<file path="src/rtl/wb_port_arbiter.sv">
// wb_port_arbiter: shares the two writeback ports among NUM_REQ execution
// units (ALU0, ALU1, MUL/DIV, LSU). Each cycle the oldest valid result, by
// scoreboard age, goes to port 0 and the next oldest goes to port 1. A
// requester refused STARVE_LIMIT times is forced onto port 0. The granted
// results are registered into the port slots.
// Optional macro WB_ARB_PERF_CNT_EN adds the conflict/starvation counters.
`ifndef SCOREBOARD_SIZE_WIDTH
`define SCOREBOARD_SIZE_WIDTH 4
`endif

module wb_port_arbiter #(
  parameter int NUM_REQ      = 4,
  parameter int SID_W        = `SCOREBOARD_SIZE_WIDTH + 1,
  parameter int STARVE_LIMIT = 7
) (
  input  logic                     clk,
  input  logic                     rst_n,
  input  logic [NUM_REQ-1:0]       req_valid_i,
  input  logic [5*NUM_REQ-1:0]     req_rd_i,
  input  logic [64*NUM_REQ-1:0]    req_value_i,
  input  logic [SID_W*NUM_REQ-1:0] req_sid_i,
  input  logic [NUM_REQ-1:0]       req_redirect_i,
  input  logic [64*NUM_REQ-1:0]    req_redirect_pc_i,
  output logic [NUM_REQ-1:0]       req_ready_o,
  input  logic                     stall_i,
  input  logic                     flush_i,
  output logic                     port0_valid_o,
  output logic [4:0]               port0_rd_o,
  output logic [63:0]              port0_value_o,
  output logic [SID_W-1:0]         port0_sid_o,
  output logic                     port0_redirect_o,
  output logic [63:0]              port0_redirect_pc_o,
  output logic                     port1_valid_o,
  output logic [4:0]               port1_rd_o,
  output logic [63:0]              port1_value_o,
  output logic [SID_W-1:0]         port1_sid_o,
  output logic                     port1_redirect_o,
  output logic [63:0]              port1_redirect_pc_o
`ifdef WB_ARB_PERF_CNT_EN
  ,
  output logic [31:0]              perf_conflict_cnt_o,
  output logic [31:0]              perf_starve_cnt_o
`endif
);

  localparam int IDX_W = (NUM_REQ > 1) ? $clog2(NUM_REQ) : 1;
  localparam int CNT_W = $clog2(STARVE_LIMIT + 1);
  localparam logic [CNT_W-1:0] STARVE_CNT = CNT_W'(STARVE_LIMIT);

  // Handshake: a result transfers in the cycle where req_valid_i[k] and
  // req_ready_o[k] are both high; the requester holds every field stable while
  // valid and not ready. Ready depends combinationally on this cycle's inputs.

  logic [4:0]       rd_a    [NUM_REQ];
  logic [63:0]      value_a [NUM_REQ];
  logic [SID_W-1:0] sid_a   [NUM_REQ];
  logic [63:0]      pc_a    [NUM_REQ];
  logic [CNT_W-1:0] wait_cnt [NUM_REQ];

  for (genvar g = 0; g < NUM_REQ; g++) begin : g_unpack
    assign rd_a[g]    = req_rd_i[g*5 +: 5];
    assign value_a[g] = req_value_i[g*64 +: 64];
    assign sid_a[g]   = req_sid_i[g*SID_W +: SID_W];
    assign pc_a[g]    = req_redirect_pc_i[g*64 +: 64];
  end

  // a is older than b; the MSB is the wrap bit, so differing wraps invert the order
  function automatic logic older(input logic [SID_W-1:0] a, input logic [SID_W-1:0] b);
    if (a[SID_W-1] == b[SID_W-1]) return a[SID_W-2:0] < b[SID_W-2:0];
    else return a[SID_W-2:0] > b[SID_W-2:0];
  endfunction

  logic             go;
  logic             old_found, starve_found, p0_found, p1_found;
  logic [IDX_W-1:0] old_idx, starve_idx, p0_idx, p1_idx;
  logic [NUM_REQ-1:0] grant;

  // Port selection: starvation override or oldest for port 0, next oldest for port 1
  always_comb begin
    go           = !stall_i && !flush_i;
    old_found    = 1'b0;
    old_idx      = '0;
    starve_found = 1'b0;
    starve_idx   = '0;
    p1_found     = 1'b0;
    p1_idx       = '0;
    grant        = '0;
    for (int k = 0; k < NUM_REQ; k++) begin
      if (req_valid_i[k] && (!old_found || older(sid_a[k], sid_a[old_idx]))) begin
        old_found = 1'b1;
        old_idx   = IDX_W'(k);
      end
      if (!starve_found && req_valid_i[k] && wait_cnt[k] == STARVE_CNT) begin
        starve_found = 1'b1;
        starve_idx   = IDX_W'(k);
      end
    end
    p0_found = starve_found || old_found;
    p0_idx   = starve_found ? starve_idx : old_idx;
    for (int k = 0; k < NUM_REQ; k++) begin
      if (req_valid_i[k] && IDX_W'(k) != p0_idx &&
          (!p1_found || older(sid_a[k], sid_a[p1_idx]))) begin
        p1_found = 1'b1;
        p1_idx   = IDX_W'(k);
      end
    end
    // a redirecting port 0 result kills every younger result, so port 1 stays empty
    if (!p0_found || req_redirect_i[p0_idx]) p1_found = 1'b0;
    if (go && p0_found) grant[p0_idx] = 1'b1;
    if (go && p1_found) grant[p1_idx] = 1'b1;
  end

  assign req_ready_o = rst_n ? grant : '0;

  // Output slots: flush drops valid/redirect, stall holds, else load the grants
  always_ff @(posedge clk or negedge rst_n) begin
    if (!rst_n) begin
      port0_valid_o <= 1'b0; port0_rd_o <= '0; port0_value_o <= '0;
      port0_sid_o <= '0; port0_redirect_o <= 1'b0; port0_redirect_pc_o <= '0;
      port1_valid_o <= 1'b0; port1_rd_o <= '0; port1_value_o <= '0;
      port1_sid_o <= '0; port1_redirect_o <= 1'b0; port1_redirect_pc_o <= '0;
    end else if (flush_i) begin
      port0_valid_o <= 1'b0; port0_redirect_o <= 1'b0;
      port1_valid_o <= 1'b0; port1_redirect_o <= 1'b0;
    end else if (!stall_i) begin
      port0_valid_o <= p0_found;
      port0_redirect_o <= p0_found && req_redirect_i[p0_idx];
      if (p0_found) begin
        port0_rd_o <= rd_a[p0_idx]; port0_value_o <= value_a[p0_idx];
        port0_sid_o <= sid_a[p0_idx]; port0_redirect_pc_o <= pc_a[p0_idx];
      end
      port1_valid_o <= p1_found;
      port1_redirect_o <= p1_found && req_redirect_i[p1_idx];
      if (p1_found) begin
        port1_rd_o <= rd_a[p1_idx]; port1_value_o <= value_a[p1_idx];
        port1_sid_o <= sid_a[p1_idx]; port1_redirect_pc_o <= pc_a[p1_idx];
      end
    end
  end

  // Wait counters: count refused cycles of a valid requester, saturating
  always_ff @(posedge clk or negedge rst_n) begin
    if (!rst_n) begin
      for (int k = 0; k < NUM_REQ; k++) wait_cnt[k] <= '0;
    end else begin
      for (int k = 0; k < NUM_REQ; k++) begin
        if (flush_i || !req_valid_i[k]) wait_cnt[k] <= '0;
        else if (stall_i) wait_cnt[k] <= wait_cnt[k];
        else if (grant[k]) wait_cnt[k] <= '0;
        else if (wait_cnt[k] != STARVE_CNT) wait_cnt[k] <= wait_cnt[k] + 1'b1;
      end
    end
  end

`ifdef WB_ARB_PERF_CNT_EN
  // Performance counters: free-running, wrap, unaffected by flush
  always_ff @(posedge clk or negedge rst_n) begin
    if (!rst_n) begin
      perf_conflict_cnt_o <= '0;
      perf_starve_cnt_o   <= '0;
    end else begin
      if (go && $countones(req_valid_i) >= 3) perf_conflict_cnt_o <= perf_conflict_cnt_o + 1'b1;
      if (go && starve_found) perf_starve_cnt_o <= perf_starve_cnt_o + 1'b1;
    end
  end
`endif

endmodule

</file>
<file path="config.mk">
export PLATFORM = sky130hd
export DESIGN_NAME = wb_port_arbiter
export DESIGN_NICKNAME = d
export VERILOG_FILES = /design/src/rtl/wb_port_arbiter.sv
export SDC_FILE = /design/constraint.sdc
export NUM_CORES = 1
export LEC_CHECK = 0
export CAP_MARGIN = 20
export CORE_AREA = 3 3 330 332
export CTS_CLUSTER_DIAMETER = 100
export CTS_CLUSTER_SIZE = 40
export DETAILED_ROUTE_END_ITERATION = 8
export DIE_AREA = 0 0 333 335
export GPL_TIMING_DRIVEN = 1
export SLEW_MARGIN = 5
export SYNTH_ARGS = -nofsm -noshare
export SYNTH_HDL_FRONTEND = slang
export SYNTH_SLANG_ARGS = --single-unit
</file>
<file path="constraint.sdc">
create_clock -name clk -period 23.2 [get_ports clk]
set_input_delay 5.8 -clock clk [delete_from_list [all_inputs] [get_ports clk]]
set_output_delay 5.8 -clock clk [all_outputs]
set_load 0.005 [all_outputs]
</file>
# After elaboration in Yosys (flattened, before gate mapping)
# Cells that the tools add are included.
# Widths: inputs -> output; s select.
[classes]
addsub = 4
order_cmp = 20
n_eq_ne = 21
n_mux = 99
bitwise = 9
n_reduce_logical = 63
[op_table]
columns = ["cell", "n"]
rows = [
  ["$bmux 64 s2", 4],
  ["$mux 64", 8],
  ["$bmux 5 s2", 8],
  ["$mux 5", 16],
  ["$mux 3", 16],
  ["$mux 1", 33],
  ["$logic_and 1x1->1", 24],
  ["$gt 4x4->1", 5],
  ["$lt 4x4->1", 5],
  ["$ge 3x3->1 const B", 6],
  ["$logic_not 1->1", 16],
  ["$not 2->3", 5],
  ["$mux 2", 7],
  ["$add 3x1->3 const B", 4],
  ["$eq 3x3->1 const B", 4],
  ["$logic_or 1x1->1", 12],
  ["$mux 4", 3],
  ["$ne 3x3->1 const B", 4],
  ["$reduce_bool 3->1", 4],
  ["$ne 2x1->1 const B", 5],
  ["$reduce_and 2->1", 4],
  ["$lt 2x3->1 const B", 2],
  ["$reduce_and 3->1", 2],
  ["$eq 1x1->1", 5],
  ["other kinds (9)", 14],
]
[word_totals]
reg_bits = 292
inputBits = 564
out_inout_bits = 284
word_cells = 232

# Logic depth before layout (Yosys ltp)
[depth]
word_depth = 58
ltp_mapped = 60

# Least setup slack after synthesis
# No wires, ideal clock.
[synth_path]
path_type = "input to output"
from = "input port req_sid_i[1]"
to = "output port req_ready_o[2]"
arrival_ps = 15677
t_required_ps = 17400
setup_slack_ps = 1723
stages = 59
path_buffers = 6
path_cell_list = "inv_1 > ha_1 > nor2b_1 > o211ai_1 > nand3b_1 > a31oi_1 > nor2_1 > a21oi_1 > ha_1 > nor2b_1 > o211ai_1 > and2_1 > nor3_1 > o21bai_1 > nand3_1 > clkbuf_1 > nand2_1 > o21ai_0 > [... 23 more ...] > mux2i_1 > inv_1 > ha_1 > nor2b_1 > o21ai_0 > nand2b_1 > a21oi_1 > a41oi_1 > and4b_1 > o21ai_0 > a32oi_1 > a2bb2oi_1 > o211ai_1 > o21ai_2 > buf_6 > buf_6 > nand2_1 > a21boi_0"
[synth_via]
elab_chain_cells = 56
[synth_lines]
columns = ["item", "line_no", "rtl"]
rows = [
  ["start: declaration", "21", "input logic [SID_W*NUM_REQ-1:0] req_sid_i,"],
  ["$gt 4x4->1 or $lt 4x4->1 (tied branches)", "70, 69", ""],
  ["$mux 1", "69", "if (a[SID_W-1] == b[SID_W-1]) return a[SID_W-2:0] < b[SID_W-2:0];"],
  ["$logic_or 1x1->1", "89", "if (req_valid_i[k] && (!old_found || older(sid_a[k], sid_a[old_idx]))) begin"],
  ["$logic_and 1x1->1", "89", ""],
  ["$mux 1", "89", ""],
  ["$not 1->3 (implied by the code)", "89", ""],
  ["$bmux 5 s2", "89", ""],
  ["$mux 5 (implied by the code) (2 in series)", "89", ""],
  ["[... 39 more ...]", "n/a", ""],
  ["$mux 2", "101", "if (req_valid_i[k] && IDX_W'(k) != p0_idx &&"],
  ["$lt 2x3->1 (implied by the code) or $ge 2x1->1 (tied branches)", "110", "if (go && p1_found) grant[p1_idx] = 1'b1;"],
  ["$logic_and 1x1->1 (implied by the code)", "110", ""],
  ["$mux 1 (implied by the code)", "110", ""],
  ["$demux 1 s2", "110", ""],
  ["$or 4x4->4 (no source line)", "n/a", ""],
  ["$mux 4 *", "110", ""],
  ["$mux 4 *", "113", "assign req_ready_o = rst_n ? grant : '0;"],
  ["end: declaration", "24", "output logic [NUM_REQ-1:0] req_ready_o,"],
]
# Every way passes the cells marked *; elsewhere a longest branch is shown, timed or not. The select of a mux whose other input is x is not followed.

# Final worst setup path
[layout_path]
from = "input port req_sid_i[1]"
to = "output port req_ready_o[0]"
# The elaborated chain is that of the path after synthesis.

==> impl_results.md <==
- Crit Path Max Fanout: 9
- Via count: 22,283
- CORE AREA: 0.1066 mm2
- Peak VDD IR: a little under 0.00007 V
- Drt wl/cell: 21.33 um
- Area after DPL: 0.03076 mm2
- Final antenna-violating net count: 0
- Post-synth EDFFs: 0
- RSZ-0062 raised after global routing: false
- Initial antenna violation count: 40
- Share of layout cells above drive strength 1: 0.09708
- Netlist cell types: 70
- Max Cap Viol: 0
- Tmin final: 22,410 ps
- Post-route design area: 0.03186 mm2
- Synth Register Bits: 292
- Yosys top cell area share: 0.3477
- Largest net degree at the start of global routing: between 90 and 100
- Largest cells by area after synthesis: dfrtp_1, nand2_1, mux2_2, mux2i_1, o21ai_0
- Global-route wire length before repair: 148,600 um
- Setup violators final: 0
- Effective utilization at floorplan: 0.1971
- Total negative slack: 0 ps
- Final Wtd Congestion: a little under 0.9
- Clk_skew: 28.84 ps
- Iteration-0 DRC Markers: 1,288
- Row Count: 120
- Period utilization: 0.9662
- Most common cell in the synthesized netlist: nand2_1
- Sw power: 1155 uW
- Cts bufs inserted: 26
- Sw frac: 0.4019
- PortBufs: 847
- Die Area: around 0.11 mm2
- Data required, critical path: 17,400 ps
- Yosys top cell by area: dfrtp_1
- Synth warn: 0
- Syn nets: 3,278
- Status: complete, no violations
- Commonest cells post-synth: nand2_1, dfrtp_1, o21ai_0
- Pwr/cell area: 90.17 mW/mm2
- Total grt overflow: 0
- Multi-input gate area: approximately 0.013 mm2
- Crit path largest cell delay: 530 ps
- Fill cells: 11,372
- Root buf cell: clkbuf_16
- CTS tree: yes
- Flop pwr share: 0.282
- Worst min path class: register to register
- Netlist Area Pre-Place: approximately 0.021 mm2
- Sequential cell area fraction in the yosys report: 0.3477
- DPL Wire Length: 78,940 um
- Via/cell ratio: approximately 4.6
- Leakage: 0.01406 uW
- Area growth syn-to-layout: 51.61%
- Sequential cell area: roughly 0.0073 mm2
- Slew Limit Fails: 0
- Worst-margin pin slew: ~1000 ps
- CTS Sinks: slightly below 300
- Syn Area/Cell: 7.824 um2
- Clk_lat worst skew: 600 ps
- Top FF cell, synth: dfrtp_1
- Setup CP Type: input port to output port
- Share of async-settable or async-resettable flops after synthesis: 1.000
- Clock buffer depth: 3
- Die Ht: about 340 um
- Post-layout total power: between 2000 and 3000 uW
- Die extent in x: 333 um
- H-tree depth: 1
- Pint: 1718 uW
- Remaining DRCs: 0
- Max Fclk: 44.61 MHz
- Hold buffer count at cts: 0
- Syn Inst Count: between 2,000 and 3,000
- Slew HR: 0.3124
- Element type at the critical path end: output port
- Slowest cell on crit path: clkdlybuf4s50_1
- Vias in the first global route: ~22,000
- Arr. time, crit path: ~17,000 ps
- Clock share of power: 0.177
- Combinational power share: 0.541
- Hold Fails Final Rpt: 0
- All-Layer GR Usage: 0.1762
- I/O pin total: 848
- Clk slew on worst S/H paths: 80 ps
- Drt first pass iters: 5
- Final #Nets: 4,004
- Util after Layout: 0.2989
- DRT Wirelength: slightly above 100,000 um
- Startpoint types: input port
==> registers in the layout (all words and copies together), names as in the netlist, 5 cells and up <==
signal               flops
port0_value_o           64
port1_value_o           64
port0_rd_o               5
port0_redirect_pc_o     64
port1_redirect_pc_o     64
port1_sid_o              5
wait_cnt                12
port1_rd_o               5
port0_sid_o              5
==> per-layer routing <==
| metal | track usage | up-vias | wire length, um | share of wire |
|---|---|---|---|---|
| li1 | - | 10660 | - | - |
| met5 | 0 | - | 98 | 0.00095 |
| met3 | 0.04646 | 170 | 7927 | 0.077 |
| met1 | 0.2219 | 10567 | 43720 | 0.42 |
| met2 | 0.2881 | 870 | 48150 | 0.47 |
| met4 | 0.06654 | 16 | 3587 | 0.035 |
==> cell families after synthesis <==
| kind of cell | count (synthesis) | synth area share |
|---|---|---|
| AO/OA/AOI/OAI | 537 | 0.1422 |
| XOR/XNOR | 3 | 0.001608 |
| adder cells (fa/ha/maj) | 28 | 0.01667 |
| buffers and inverters | 219 | 0.04674 |
| flip-flops | 292 | 0.3477 |
| multiplexers | 417 | 0.2148 |
| AND/OR/NAND/NOR | 1190 | 0.2302 |
==> final timing paths <==
| path | startpoint | endpoint | slack (ps) | cells after the start |
|---|---|---|---|---|
| min in group asynchronous | rst_n | port0_value_o[42]$_DFFE_PN0P_ | 5050 | 1 |
| max in group asynchronous | rst_n | port1_redirect_pc_o[29]$_DFFE_PN0P_ | 16090 | 4 |
| hold reg to reg | port0_redirect_pc_o[14]$_DFFE_PN0P_ | port0_redirect_pc_o[14]$_DFFE_PN0P_ | 480 | 2 |
| hold / removal | port0_redirect_pc_o[14]$_DFFE_PN0P_ | port0_redirect_pc_o[14]$_DFFE_PN0P_ | 480 | 2 |
| setup reg to reg | wait_cnt[9]$_DFFE_PN0P_ | port1_value_o[50]$_DFFE_PN0P_ | 13660 | 40 |
| setup / recovery | req_sid_i[1] | req_ready_o[0] | 790 | 59 |
==> per-stage QoR <==
step / setup WS, ps / std cells / hold WS, ps
after global placement: 5.123 / 4781 / 459.6
after detailed placement: 33.54 / 4781 / 463.9
final: 785.2 / 4851 / 481.5
after CTS: 97.63 / 4827 / 488.7
after floorplan: 1723 / 2686 / 470.0
after global routing: 0.7141 / 4846 / 500.2
==> power by group through the flow <==
| stage | logic, uW | registers, uW | clock network, uW |
|---|---|---|---|
| after floorplan | 742 | 820 | 0 |
| after global placement | 1550 | 815 | 0 |
| after detailed placement | 1560 | 820 | 0 |
| after CTS | 1560 | 813 | 528 |
| after global routing | 1700 | 836 | 543 |
| final | 1550 | 811 | 507 |
==> cell usage in the layout, fill, tap and decap left out, types with 6 or more instances in the layout <==
| cell | Yosys | layout |
|---|---|---|
| mux2_2 | 192 | 192 |
| mux2_1 | 80 | 80 |
| inv_1 | 15 | 15 |
| a221oi_1 | 7 | 7 |
| clkdlybuf4s50_1 | 0 | 846 |
| o21ai_1 | 138 | 137 |
| nor2b_1 | 8 | 7 |
| a21oi_1 | 32 | 28 |
| nor2_1 | 25 | 24 |
| nand3_1 | 143 | 142 |
| ha_1 | 28 | 28 |
| dfrtp_1 | 292 | 292 |
| clkbuf_16 | 0 | 27 |
| nor3_1 | 6 | 6 |
| buf_4 | 2 | 55 |
| o21ai_0 | 290 | 290 |
| nand4_1 | 7 | 7 |
| nand2_1 | 969 | 968 |
| o211ai_1 | 11 | 11 |
| a21o_1 | 6 | 6 |
| mux2i_1 | 145 | 144 |
| diode_2 | 0 | 18 |
==> worst max-delay path, delay by kind of cell <==
family                   cells  cell delay (ps)
AO/OA/AOI/OAI               24             4180
AND/OR/NAND/NOR             20             3000
multiplexers                 1              250
buffers and inverters        9             2060
adder cells (fa/ha/maj)      5             1330
==> timing repair <==
action                     in CTS  in global routing
pin swaps                       0                  7
buffers inserted                0                  6
gates resized for setup         1                 20
setup endpoints to repair       1                  4
==> layout make-up <==
type	count	area share
Multi-Input combinational cell	2175	0.4038
Timing Repair Buffer	902	0.2792
Sequential cell	292	0.2293
Tap cell	1403	0.05510
Clock buffer	28	0.02164
Clock inverter	18	0.007736
Inverter	15	0.001767
Antenna cell	18	0.001414
Power figures use the tool's default switching activity.
